### src/rtl/round_stopwatch_pkg.sv
// -----------------------------------------------------------------------------
// round_stopwatch_pkg
// Shared definitions for the round stopwatch:
//   - state_e     : 2-bit FSM state encoding (IDLE=0, RUN=1, HOLD=2, DONE=3)
//   - BCD_W       : width of one BCD digit
//   - MS_MAX      : last value of the 1 ms sub-tenths counter (0..99)
//   - LIMIT_MIN/MAX : legal range of the round limit in whole seconds
//   - bcd2_to_bin : converts a two-digit BCD seconds value to binary
// -----------------------------------------------------------------------------
package round_stopwatch_pkg;

  localparam int BCD_W     = 4;
  localparam int MS_MAX    = 99;
  localparam int LIMIT_MIN = 1;
  localparam int LIMIT_MAX = 99;

  typedef enum logic [1:0] {
    ST_IDLE = 2'd0,
    ST_RUN  = 2'd1,
    ST_HOLD = 2'd2,
    ST_DONE = 2'd3
  } state_e;

  // Two BCD digits (tens, ones) to a 7-bit binary value, max 99.
  function automatic logic [6:0] bcd2_to_bin(input logic [BCD_W-1:0] tens,
                                             input logic [BCD_W-1:0] ones);
    return 7'(tens) * 7'd10 + 7'(ones);
  endfunction

endpackage

### src/rtl/round_stopwatch_if.sv
// -----------------------------------------------------------------------------
// round_stopwatch_if
// Groups the request inputs, tick-timer controls and display/status outputs
// of the round stopwatch.
//   master : game-side driver (drives ms_pulse/start/stop/clear, reads status)
//   slave  : the stopwatch itself
// Signals:
//   ms_pulse, start, stop, clear         requests, one clk cycle wide
//   timer_enable, timer_clear            controls to the 1 ms tick timer
//   sec_tens, sec_ones, tenths           BCD display digits
//   running, timeout, state              status
// -----------------------------------------------------------------------------
interface round_stopwatch_if;
  import round_stopwatch_pkg::*;

  logic             ms_pulse;
  logic             start;
  logic             stop;
  logic             clear;
  logic             timer_enable;
  logic             timer_clear;
  logic [BCD_W-1:0] sec_tens;
  logic [BCD_W-1:0] sec_ones;
  logic [BCD_W-1:0] tenths;
  logic             running;
  logic             timeout;
  logic [1:0]       state;

  modport master (
    output ms_pulse, start, stop, clear,
    input  timer_enable, timer_clear, sec_tens, sec_ones, tenths,
           running, timeout, state
  );

  modport slave (
    input  ms_pulse, start, stop, clear,
    output timer_enable, timer_clear, sec_tens, sec_ones, tenths,
           running, timeout, state
  );

endinterface

### src/rtl/round_stopwatch_bcd_digit_cnt.sv
// -----------------------------------------------------------------------------
// bcd_digit_cnt
// One registered BCD digit (0..9) with synchronous clear and increment.
// Ports:
//   clk, rst  : clock, asynchronous active-high reset
//   clr_i     : zero the digit (wins over inc_i)
//   inc_i     : advance the digit by one, wrapping 9 -> 0
//   digit_o   : current digit value
//   carry_o   : combinational, high when this inc_i wraps the digit 9 -> 0;
//               feeds inc_i of the next more significant digit
// -----------------------------------------------------------------------------
module bcd_digit_cnt
  import round_stopwatch_pkg::*;
(
  input  logic             clk,
  input  logic             rst,
  input  logic             clr_i,
  input  logic             inc_i,
  output logic [BCD_W-1:0] digit_o,
  output logic             carry_o
);

  localparam logic [BCD_W-1:0] DIGIT_MAX = BCD_W'(9);

  logic [BCD_W-1:0] digit_q;
  logic [BCD_W-1:0] digit_d;

  assign carry_o = inc_i && !clr_i && (digit_q == DIGIT_MAX);
  assign digit_o = digit_q;

  always_comb begin
    // NOTE: default assignment first so every path assigns digit_d; without it
    // a missing branch would infer a latch.
    digit_d = digit_q;
    if (clr_i) begin
      digit_d = '0;
    end else if (inc_i) begin
      digit_d = (digit_q == DIGIT_MAX) ? '0 : digit_q + BCD_W'(1);
    end
  end

  // NOTE: sequential state is updated with non-blocking assignments so every
  // register samples the pre-edge values, independent of statement order.
  always_ff @(posedge clk or posedge rst) begin
    if (rst) begin
      digit_q <= '0;
    end else begin
      digit_q <= digit_d;
    end
  end

endmodule

### src/rtl/round_stopwatch.sv
// -----------------------------------------------------------------------------
// round_stopwatch
// Per-round game stopwatch downstream of the 1 ms tick timer. Gates and clears
// the timer, counts 1 ms pulses into a BCD SS.t display value, freezes it on a
// player stop and pulses timeout when the round limit LIMIT_S.0 is reached.
// Parameters:
//   LIMIT_S : round limit in whole seconds, 1..99
// Ports:
//   clk, rst : clock, asynchronous active-high reset
//   sw       : round_stopwatch_if.slave (requests in, timer controls, BCD
//              digits and status out; all outputs registered)
// -----------------------------------------------------------------------------
module round_stopwatch
  import round_stopwatch_pkg::*;
#(
  parameter int LIMIT_S = 30
) (
  input  logic              clk,
  input  logic              rst,
  round_stopwatch_if.slave  sw
);

  state_e           state_q;
  state_e           state_d;
  logic [6:0]       ms_cnt_q;
  logic [6:0]       ms_cnt_d;
  logic             timer_enable_q;
  logic             timer_clear_q;
  logic             running_q;
  logic             timeout_q;

  logic             count_en;
  logic             ms_wrap;
  logic             limit_hit;
  logic             tenths_carry;
  logic             ones_carry;
  logic             tens_carry;
  logic [BCD_W-1:0] tenths_w;
  logic [BCD_W-1:0] ones_w;
  logic [BCD_W-1:0] tens_w;

  // Pulses count only in RUN; clear has top priority and suppresses counting.
  assign count_en = (state_q == ST_RUN) && sw.ms_pulse && !sw.clear;
  assign ms_wrap  = count_en && (ms_cnt_q == 7'(MS_MAX));

  // The limit can only be reached on a carry into the seconds digits (tenths
  // wraps to 0), so compare the seconds value that carry is about to produce.
  // This lets DONE, timeout and the final digits all land on the same edge.
  assign limit_hit = tenths_carry &&
                     (bcd2_to_bin(tens_w, ones_w) + 7'd1 == 7'(LIMIT_S));

  bcd_digit_cnt u_tenths (
    .clk     (clk),
    .rst     (rst),
    .clr_i   (sw.clear),
    .inc_i   (ms_wrap),
    .digit_o (tenths_w),
    .carry_o (tenths_carry)
  );

  bcd_digit_cnt u_sec_ones (
    .clk     (clk),
    .rst     (rst),
    .clr_i   (sw.clear),
    .inc_i   (tenths_carry),
    .digit_o (ones_w),
    .carry_o (ones_carry)
  );

  bcd_digit_cnt u_sec_tens (
    .clk     (clk),
    .rst     (rst),
    .clr_i   (sw.clear),
    .inc_i   (ones_carry),
    .digit_o (tens_w),
    .carry_o (tens_carry)
  );

  always_comb begin
    state_d  = state_q;
    ms_cnt_d = ms_cnt_q;

    if (count_en) begin
      ms_cnt_d = (ms_cnt_q == 7'(MS_MAX)) ? 7'd0 : ms_cnt_q + 7'd1;
    end

    if (sw.clear) begin
      state_d  = ST_IDLE;
      ms_cnt_d = 7'd0;
    end else begin
      case (state_q)
        ST_IDLE: begin
          // A pulse arriving with start is not counted: count_en needs RUN.
          if (sw.start) begin
            state_d  = ST_RUN;
            ms_cnt_d = 7'd0;
          end
        end
        ST_RUN: begin
          // Reaching the limit overrides a simultaneous stop; a pulse that
          // arrives with stop is still counted above.
          if (limit_hit) begin
            state_d = ST_DONE;
          end else if (sw.stop) begin
            state_d = ST_HOLD;
          end
        end
        ST_HOLD: begin
          // Resume keeps digits and ms count; the tick timer zeroed itself
          // while disabled, so no timer_clear here.
          if (sw.start) begin
            state_d = ST_RUN;
          end
        end
        ST_DONE: begin
          state_d = ST_DONE;
        end
        default: begin
          state_d = ST_IDLE;
        end
      endcase
    end
  end

  always_ff @(posedge clk or posedge rst) begin
    if (rst) begin
      state_q        <= ST_IDLE;
      ms_cnt_q       <= 7'd0;
      timer_enable_q <= 1'b0;
      timer_clear_q  <= 1'b0;
      running_q      <= 1'b0;
      timeout_q      <= 1'b0;
    end else begin
      state_q        <= state_d;
      ms_cnt_q       <= ms_cnt_d;
      // Registered from the next state so these track the state output
      // exactly, with no extra cycle of lag.
      running_q      <= (state_d == ST_RUN);
      timer_enable_q <= (state_d == ST_RUN);
      timer_clear_q  <= sw.clear || ((state_q == ST_IDLE) && sw.start);
      timeout_q      <= limit_hit;
    end
  end

  assign sw.state        = state_q;
  assign sw.running      = running_q;
  assign sw.timer_enable = timer_enable_q;
  assign sw.timer_clear  = timer_clear_q;
  assign sw.timeout      = timeout_q;
  assign sw.tenths       = tenths_w;
  assign sw.sec_ones     = ones_w;
  assign sw.sec_tens     = tens_w;

  // Simulation-only checks: legal limit, and the display never rolls past
  // 99.9 because the limit stops the count first.
  a_limit_range : assert property (@(posedge clk)
      (LIMIT_S >= LIMIT_MIN) && (LIMIT_S <= LIMIT_MAX))
    else $error("round_stopwatch: LIMIT_S=%0d outside %0d..%0d",
                LIMIT_S, LIMIT_MIN, LIMIT_MAX);

  a_no_tens_wrap : assert property (@(posedge clk) disable iff (rst)
      !tens_carry)
    else $error("round_stopwatch: seconds tens digit wrapped");

endmodule

### src/flat_wrapper.sv
// flat-port wrapper written by rule: the top's interface ports become plain ports
module round_stopwatch_flat import round_stopwatch_pkg::*;
#(
  parameter int LIMIT_S = 30
)
  (clk, rst, sw_ms_pulse, sw_start, sw_stop, sw_clear, sw_timer_enable, sw_timer_clear, sw_sec_tens, sw_sec_ones, sw_tenths, sw_running, sw_timeout, sw_state);
  round_stopwatch_if sw_i ();
  input  logic clk;
  input  logic rst;
  input wire logic [$bits(sw_i.ms_pulse)-1:0] sw_ms_pulse;
  input wire logic [$bits(sw_i.start)-1:0] sw_start;
  input wire logic [$bits(sw_i.stop)-1:0] sw_stop;
  input wire logic [$bits(sw_i.clear)-1:0] sw_clear;
  output wire logic [$bits(sw_i.timer_enable)-1:0] sw_timer_enable;
  output wire logic [$bits(sw_i.timer_clear)-1:0] sw_timer_clear;
  output wire logic [$bits(sw_i.sec_tens)-1:0] sw_sec_tens;
  output wire logic [$bits(sw_i.sec_ones)-1:0] sw_sec_ones;
  output wire logic [$bits(sw_i.tenths)-1:0] sw_tenths;
  output wire logic [$bits(sw_i.running)-1:0] sw_running;
  output wire logic [$bits(sw_i.timeout)-1:0] sw_timeout;
  output wire logic [$bits(sw_i.state)-1:0] sw_state;
  assign sw_i.ms_pulse = sw_ms_pulse;
  assign sw_i.start = sw_start;
  assign sw_i.stop = sw_stop;
  assign sw_i.clear = sw_clear;
  assign sw_timer_enable = sw_i.timer_enable;
  assign sw_timer_clear = sw_i.timer_clear;
  assign sw_sec_tens = sw_i.sec_tens;
  assign sw_sec_ones = sw_i.sec_ones;
  assign sw_tenths = sw_i.tenths;
  assign sw_running = sw_i.running;
  assign sw_timeout = sw_i.timeout;
  assign sw_state = sw_i.state;
  round_stopwatch #(.LIMIT_S(LIMIT_S)) u_core (.clk(clk), .rst(rst), .sw(sw_i));
endmodule
### config.mk
export PLATFORM = sky130hd
export DESIGN_NAME = round_stopwatch_flat
export DESIGN_NICKNAME = d
export VERILOG_FILES = /design/src/rtl/round_stopwatch_pkg.sv /design/src/rtl/round_stopwatch_if.sv /design/src/rtl/round_stopwatch_bcd_digit_cnt.sv /design/src/rtl/round_stopwatch.sv /design/src/flat_wrapper.sv
export SDC_FILE = /design/constraint.sdc
export NUM_CORES = 1
export LEC_CHECK = 0
export CORE_UTILIZATION = 60
export CTS_BUF_LIST = sky130_fd_sc_hd__clkbuf_4 sky130_fd_sc_hd__clkbuf_8
export CTS_CLUSTER_DIAMETER = 120
export DETAILED_ROUTE_END_ITERATION = 7
export PLACE_DENSITY_LB_ADDON = 0.08
export RECOVER_POWER = 50
export SLEW_MARGIN = 20
export SYNTH_ARGS = -nofsm -noshare
export SYNTH_HDL_FRONTEND = slang
export SYNTH_SLANG_ARGS = --single-unit
### constraint.sdc
create_clock -name clk -period 6.7 [get_ports clk]
set_clock_uncertainty 0.1 [all_clocks]
set_input_delay 1.34 -clock clk [delete_from_list [all_inputs] [get_ports clk]]
set_output_delay 1.34 -clock clk [all_outputs]
set_load 0.01 [all_outputs]
==> results of run 1 <==
==> power by group through the flow <==
stage               Clock [µW]  Sequential (µW)  Combinational [µW]
floorplan                    0              153                11.5
global placement             0              152                22.1
detailed placement           0              152                22.9
CTS                       78.7              150                22.9
global route              81.9              150                24.6
finish                    77.0              149                22.0
==> metal layers <==
metal / track usage [%] / vias to the layer above
met1: 39.78 / 625
met2: 47.26 / 51
met5: 0 / -
li1: - / 620
met4: 10.09 / 0
met3: 3.188 / 10
==> final cells by class <==
| cell class | instances | share of cell area (%) |
|---|---|---|
| multi-input combinational | 121 | 47.78 |
| sequential | 24 | 33.24 |
| timing repair buffer | 23 | 12.74 |
| inverter | 11 | 2.285 |
| clock buffer | 4 | 2.008 |
| tap | 28 | 1.939 |
==> critical path, delay by kind of cell <==
family / cells / cell delay, ns
compound gates: 1 / 0.15
simple gates: 3 / 1.56
buf+inv: 1 / 0.74
==> how the worst max path moves through the flow <==
stage / endpoint / slack [ns] / depth (start not counted)
after floorplan: u_core.u_sec_tens.digit_o[3]$_DFFE_PP0P_ / 3.66 / 5
after global placement: u_core.u_sec_tens.digit_o[3]$_DFFE_PP0P_ / 2.89 / 5
after detailed placement: u_core.u_sec_tens.digit_o[1]$_DFFE_PP0P_ / 2.77 / 5
after CTS: u_core.u_sec_tens.digit_o[1]$_DFFE_PP0P_ / 3.13 / 5
after global routing: u_core.u_sec_tens.digit_o[1]$_DFFE_PP0P_ / 2.97 / 5
final: u_core.u_sec_tens.digit_o[3]$_DFFE_PP0P_ / 3.05 / 5
==> registers in the layout (all words and copies together) (netlist names) <==
name,count
u_core.sw.state,2
u_core.u_sec_tens.digit_o,4
u_core.u_sec_ones.digit_o,4
u_core.sw.timeout,1
u_core.sw.timer_clear,1
u_core.u_tenths.digit_o,4
u_core.ms_cnt_q,7
u_core.sw.timer_enable,1
==> stage by stage <==
stage	hold WS (ns)	power, µW	utilization (%)
6_report	0.4762	248.4	78.65
5_1_grt	0.5349	256.6	78.65
4_1_cts	0.4750	251.1	78.65
3_5_place_dp	0.4496	175.1	77.07
3_3_place_gp	0.4501	173.9	77.07
2_1_floorplan	0.4238	164.1	-
==> logic make-up after synthesis <==
kind of cell	count (synthesis)
multiplexers	2
buffers and inverters	16
AND/OR/NAND/NOR	69
flip-flops	24
adder cells (fa/ha/maj)	15
AO/OA/AOI/OAI	26
XOR/XNOR	9
==> synthesized netlist by cell type, types with 2 or more instances <==
cell and count:
a21o_1 2, a21oi_1 6, and3_1 2, and3b_1 2
clkbuf_1 3, dfrtp_1 24, ha_1 14, inv_1 11
nand2_1 10, nand2b_1 5, nand3_1 5, nand3b_1 2
nand4_1 2, nand4b_1 2, nor2_1 15, nor2b_1 3
nor3_1 7, o21ai_0 6, o31ai_1 3, or4_1 5
xnor2_1 7, xor2_1 2
==> placed cells by master, fill, tap and decap left out, types with 2 or more instances in the layout <==
| cell | count |
|---|---|
| dfrtp_1 | 24 |
| nor2_1 | 15 |
| ha_1 | 14 |
| clkdlybuf4s50_1 | 13 |
| inv_1 | 11 |
| nand2_1 | 10 |
| dlygate4sd3_1 | 10 |
| nor3_1 | 7 |
| xnor2_1 | 7 |
| o21ai_0 | 6 |
| a21oi_1 | 6 |
| nand2b_1 | 5 |
| or4_1 | 5 |
| nand3_1 | 5 |
| o31ai_1 | 3 |
| nor2b_1 | 3 |
| clkbuf_4 | 3 |
| nand3b_1 | 2 |
| nand4b_1 | 2 |
| a21o_1 | 2 |
| and3b_1 | 2 |
| nand4_1 | 2 |
| xor2_1 | 2 |
| and3_1 | 2 |
==> key figures, run 1 <==
Worst hold path
  – Worst Hold Launch: u_core.ms_cnt_q[5]$_DFF_PP0_
  – Hold EP: u_core.ms_cnt_q[5]$_DFF_PP0_
  – Hold Crit Depth: 2
  – Worst hold path class: reg2reg

Routing
  – DRT antenna net count: 0
  – WL/cell: between 15 and 20 µm
  – Total wire length: around 3400 µm
  – Met1 wire length: 1436 µm
  – Routed wl met3: just over 200 µm
  – Via/cell ratio: 6.190
  – Met2 WL: between 1500 and 2000 µm
  – DR top layer: met4
  – DRC: 0
  – Initial DRC Count: 51
  – First drt pass iteration count: 4
  – Via count: between 1,000 and 1,500

Synthesis
  – Post-synth top area share: 39.28%
  – Adder-Cell Fraction of Synth Area: about an eighth
  – Post-synth EDFFs: 0
  – Xor and xnor area share after synthesis: 5.155%
  – Count of different cell masters after synthesis: 45
  – Largest family of logic cells by synthesized area: simple AND/OR/NAND/NOR gates
  – Largest cells by area after synthesis: dfrtp_1 39%, ha_1 11%, xnor2_1 4.0%, nor2_1 3.7%, inv_1 2.7%
  – Syn Nets: 182
  – YS warnings: 0
  – Yosys reg bits: 24
  – Compound-Gate Fraction of Synth Area: between 10% and 20%
  – Synth area leader: dfrtp_1
  – Ys async rst share: 100.0%
  – Synth Area per Inst: 9.497 µm²
  – Part of the Yosys area used for sequential elements: 39.28%
  – Ys flop type: dfrtp_1
  – Post-Syn Instances: about 160
  – Synthesized area: 0.001529 mm²
  – Post-Synth Simple-Gate Area: 25.94%
  – Post-synthesis mux area share: approximately 1.4%

Power and ir drop
  – Cell leakage power: 0.0007929 µW
  – Reg power frac: 60.1%
  – Power Density: 137.5 mW/mm²
  – Max VDD drop: roughly 0.13 mV
  – Int Pwr: 189.8 µW
  – Sw frac: around a quarter
  – Clock share of power: 31.0%
  – Switch Pwr: 58.62 µW
  – Comb pwr share: 8.9%

Cells and area
  – Final #Nets: 205
  – Fin area: 0.001807 mm²
  – Area of the multi-input gates: 863.3 µm²
  – Non-Filler Instances: around 210
  – Filler Cells Inserted: ~170
  – P&R area growth vs syn: 18.17%
  – # diodes: 0
  – Layout cells sized above 1: under 10%
  – Storage cell area: 600.6 µm²

Floorplan
  – Die Span Y: about 52 µm
  – Core Rows: 17
  – Die area: 0.002754 mm²
  – Chip width: ~52 µm
  – Ports: 24
  – Initial core utilization: 66.56%
  – Core area: 0.002297 mm²

Setup path
  – Slowest cell on the critical path: dlygate4sd3_1
  – R2R Path Start: u_core.u_sec_tens.digit_o[1]$_DFFE_PP0P_
  – R2R Path End: u_core.sw.timer_enable$_DFF_PP0_
  – Cell Chain, Critical Path: dlygate4sd3_1 > nand2b_1 > or4_1 > or4_1 > a21oi_1
  – WS Path Type: in2reg
  – R2R cell count: 8
  – Critical Path Sink Type: register
  – Worst EP required: between 6 and 7 ns
  – CP Max Fanout: 14
  – Crit path top cell by count: or4_1
  – Critical path's largest stage delay: approximately 0.74 ns
  – Critical path arrival: 3.79 ns
  – Worst Setup SP: sw_clear
  – Flop2flop setup slack: 3.96 ns
  – Critical path launch point type: input pin

Global route
  – Initial antenna violation count: 0
  – First-pass GRT wire length: between 5000 and 6000 µm
  – Global route overflow: 0
  – Vias in the first global route: between 1,000 and 1,500
  – Total Routing Usage GR: 29.01%
  – Largest net degree at the start of global routing: 25

CTS
  – Cts bufs inserted: 3
  – Clock tree sinks: 24
  – Worst-Skew Late Latency: 0.31 ns
  – CTS tree: yes
  – Post-CTS Setup Repair Bufs: 0
  – Clock Tree Root: clkbuf_4
  – Worst-path clk slew: 0.13 ns
  – CTS resizes: 0
  – H-Tree Depth: 1
  – Hold buffers post-CTS: 0
  – Worst-case clock buffer depth: 2

STA
  – Slew headroom: roughly 41%
  – Max-slew violation count: 0
  – Period utilization: 54.42%
  – RSZ-0062 raised after global routing: no
  – Setup TNS: 0 ns
  – Final WS setup: 3.054 ns
  – Least-Margin Pin Slew: 0.8911 ns
  – Final setup vio count: 0
  – Final Hold Vio Count: 0
  – Peak Freq: 274.3 MHz
  – Final min period: 3.646 ns

Place
  – Placed cell area: 0.001770 mm²
  – Cells after DPL: 207
  – Placer Congestion: 0.8505
  – Pre-CTS setup slack: 2.771 ns
  – IO Port Bufs: 23
  – Post-detail-place hpwl: 2530 µm

Status
  – Status: finished, final reports clean

Run
  – Max-Cap Viols: 0
No activity file was read; power rests on OpenSTA's default activity.
==> run 2: changes to the inputs <==
- CORE_UTILIZATION: 60 -> 50
- clock period: 6.7 -> 3.3 ns (I/O delays scaled with it)
==> run 2 against run 1 <==
Net effect: the run now ends with design-rule violations left; utilization shrank 14 points; non-clock buffer count up 3; die area is 19% higher; total power grew 100%; first-iteration DRC count is 25% lower; setup slack worse by 2.7 ns; worst hold slack better by 0.015 ns; global-route usage is 6.8 points lower; largest power group unchanged.
==> key figures, run 2 (synthesis gave the netlist of run 1 again) <==
Power and ir drop
  – Reg power frac: 59.8% (-0.3 points)
  – Int Pwr: 386.2 µW (+100%)
  – Comb pwr share: 9.0% (about the same)
  – Power Density: 277.0 mW/mm² (+100%)
  – Sw frac: 23.63% (+0.030 points)
  – Cell leakage power: 0.0007935 µW (about the same)
  – Clock share of power: 31.2% (+0.2 points)
  – Max VDD drop: 0.1515 mV (+16%)
  – Switch Pwr: 119.5 µW (+100%)

Routing
  – First drt pass iteration count: 7 (+3)
  – Initial DRC Count: 38 (-25%)
  – Via/cell ratio: 5.737 (-7.3%)
  – Total wire length: 3166 µm (-6.2%)
  – DRT antenna net count: 0 (unchanged)
  – Via count: 1,245 (-4.7%)
  – WL/cell: 14.59 µm (-8.8%)
  – DRC: 4 (+4)

Floorplan
  – Core Rows: 19 (+2)
  – Die area: 0.003283 mm² (+19%)
  – Ports: 24 (unchanged)
  – Core area: 0.002829 mm² (+23%)
  – Chip width: 57.30 µm (+9.2%)
  – Initial core utilization: 54.05% (-13 points)
  – Die Span Y: 57.30 µm (+9.2%)

Setup path
  – R2R Path Start: u_core.u_sec_tens.digit_o[0]$_DFFE_PP0P_
  – WS Path Type: reg2reg
  – Worst EP required: 3.37 ns (-3.47 ns)
  – R2R cell count: 6 (-2)
  – CP Buf/Inv Count: 0 (-1)
  – Flop2flop setup slack: 0.33 ns (-3.63 ns)
  – Critical path's largest stage delay: 0.60 ns (-0.14 ns)
  – Critical Path Sink Type: register
  – Critical path launch point type: register
  – Slowest cell on the critical path: nor4bb_1
  – CP Max Fanout: 8 (-6)
  – Cell Chain, Critical Path: ha_1 > ha_1 > xnor2_1 > a2111oi_0 > nor4bb_1 > o22ai_1
  – Crit path top cell by count: ha_1
  – R2R Path End: u_core.sw.timer_enable$_DFF_PP0_
  – Critical path arrival: 3.04 ns (-0.75 ns)
  – Critical path's top delay family: compound AO/OA/AOI/OAI gates

Cells and area
  – # diodes: 0 (unchanged)
  – Flip-flop count of the largest register after layout: 7 (unchanged)
  – P&R area growth vs syn: 19.39%
  – Final #Nets: 208 (+1.5%)
  – Layout cells sized above 1: 5.376% (+0.46 points)
  – Most frequent cells in the layout: 24 x dfrtp_1, 15 x nor2_1, 15 x clkdlybuf4s50_1
  – Largest register by flop count: u_core.ms_cnt_q
  – Most common cell after layout, fill and taps aside: dfrtp_1

STA
  – Final Hold Vio Count: 0 (unchanged)
  – Least-Margin Pin Slew: 0.9137 ns (+0.02257 ns)
  – RSZ-0062 raised after global routing: no
  – Slew headroom: 39.02% (-1.5 points)
  – Period utilization: 90.09%
  – Final setup vio count: 0 (unchanged)
  – Max-slew violation count: 0 (unchanged)
  – Setup TNS: 0 ns (unchanged)
  – Final WS setup: 0.3270 ns (-2.727 ns)
  – Peak Freq: 336.4 MHz
  – Final min period: 2.973 ns

CTS
  – CTS tree: yes
  – Clock Tree Root: clkbuf_4
  – Worst-path clk slew: 0.14 ns (about the same)
  – Post-CTS Setup Repair Bufs: 0 (unchanged)
  – Clock tree sinks: 24 (unchanged)
  – Worst-Skew Late Latency: 0.32 ns (about the same)
  – Cts bufs inserted: 3 (unchanged)
  – CTS resizes: 0 (unchanged)
  – Hold buffers post-CTS: 0 (unchanged)
  – H-Tree Depth: 1 (unchanged)
  – Worst-case clock buffer depth: 2 (unchanged)

Global route
  – Initial antenna violation count: 0 (unchanged)
  – Total Routing Usage GR: 22.23% (-6.8 points)
  – First-pass GRT wire length: 5637 µm (-2.6%)
  – Global route overflow: 0 (unchanged)
  – Vias in the first global route: 1,212 (-1.5%)
  – Largest net degree at the start of global routing: 25 (unchanged)

Worst hold path
  – Worst Hold Launch: u_core.ms_cnt_q[6]$_DFF_PP0_
  – Worst hold path class: reg2reg
  – Hold EP: u_core.ms_cnt_q[6]$_DFF_PP0_
  – Hold Crit Depth: 2 (unchanged)

Place
  – Pre-CTS setup slack: 0.4177 ns (-2.353 ns)
  – IO Port Bufs: 23 (unchanged)
  – Post-detail-place hpwl: 2412 µm (-4.7%)
  – Placer Congestion: 0.8468 (-0.44%)

Run
  – Max-Cap Viols: 0 (unchanged)

Status
  – Status: finished with violations
  – Failing checks: design-rule violations
==> run 2: final cells by class <==
| type | count | area (µm²) |
|---|---|---|
| multi-input combinational | 121 | 863.3 |
| clock buffer | 4 | 36.28 |
| sequential | 24 | 600.6 |
| tap | 31 | 38.79 |
| fill | 233 | 1003 |
| inverter | 11 | 41.29 |
| timing repair buffer | 26 | 245.2 |
==> run 2: worst min-delay path, stage by stage, from the launching register on <==
cell     delay, ns
dfrtp_1       0.41
xnor2_1       0.13
nor2_1        0.04
==> run 2: layer usage <==
metal	routed length (µm)	GRT usage (%)
met5	0	0
met4	38	8.711
met3	120	2.948
met2	1442	33.61
met1	1564	32.50
==> run 2: stage by stage <==
stage / total power, µW / util, % / hold slack, ns / area (µm²) / cells
after CTS: 511.8 / 64.79 / 0.4899 / 1833 / 217
after detailed placement: 357.2 / 63.51 / 0.4674 / 1797 / 213
final: 505.7 / 64.53 / 0.4912 / 1826 / 217
after floorplan: 333.1 / - / 0.4238 / 1529 / 161
after global routing: 525.1 / 64.53 / 0.5180 / 1826 / 217
after global placement: 356.0 / 63.51 / 0.4518 / 1797 / 213
==> run 2: how the worst max path moves through the flow <==
stage	startpoint	to	slack, ns	cells after the start
after floorplan	u_core.u_sec_tens.digit_o[1]$_DFFE_PP0P_	u_core.sw.timer_enable$_DFF_PP0_	0.88	8
after global placement	sw_clear	u_core.u_sec_tens.digit_o[3]$_DFFE_PP0P_	0.49	5
after detailed placement	sw_clear	u_core.u_sec_tens.digit_o[0]$_DFFE_PP0P_	0.42	5
after CTS	u_core.u_sec_tens.digit_o[0]$_DFFE_PP0P_	u_core.sw.timer_enable$_DFF_PP0_	0.40	6
after global routing	u_core.u_sec_tens.digit_o[0]$_DFFE_PP0P_	u_core.sw.timer_enable$_DFF_PP0_	0.25	6
final	u_core.u_sec_tens.digit_o[0]$_DFFE_PP0P_	u_core.sw.timer_enable$_DFF_PP0_	0.33	6
==> run 2: power by group through the flow <==
stage	clock [µW]	combinational [µW]	sequential [µW]
floorplan	0	23.4	310
global placement	0	47.6	308
detailed placement	0	48.6	309
CTS	160	48.7	303
global route	170	51.2	304
finish	158	45.3	303
==> run 3: changes to the inputs <==
- SLEW_MARGIN: 20 -> 5
==> results of run 3 <==
The final DEF is identical to that of run 2; final timing and power are the same.
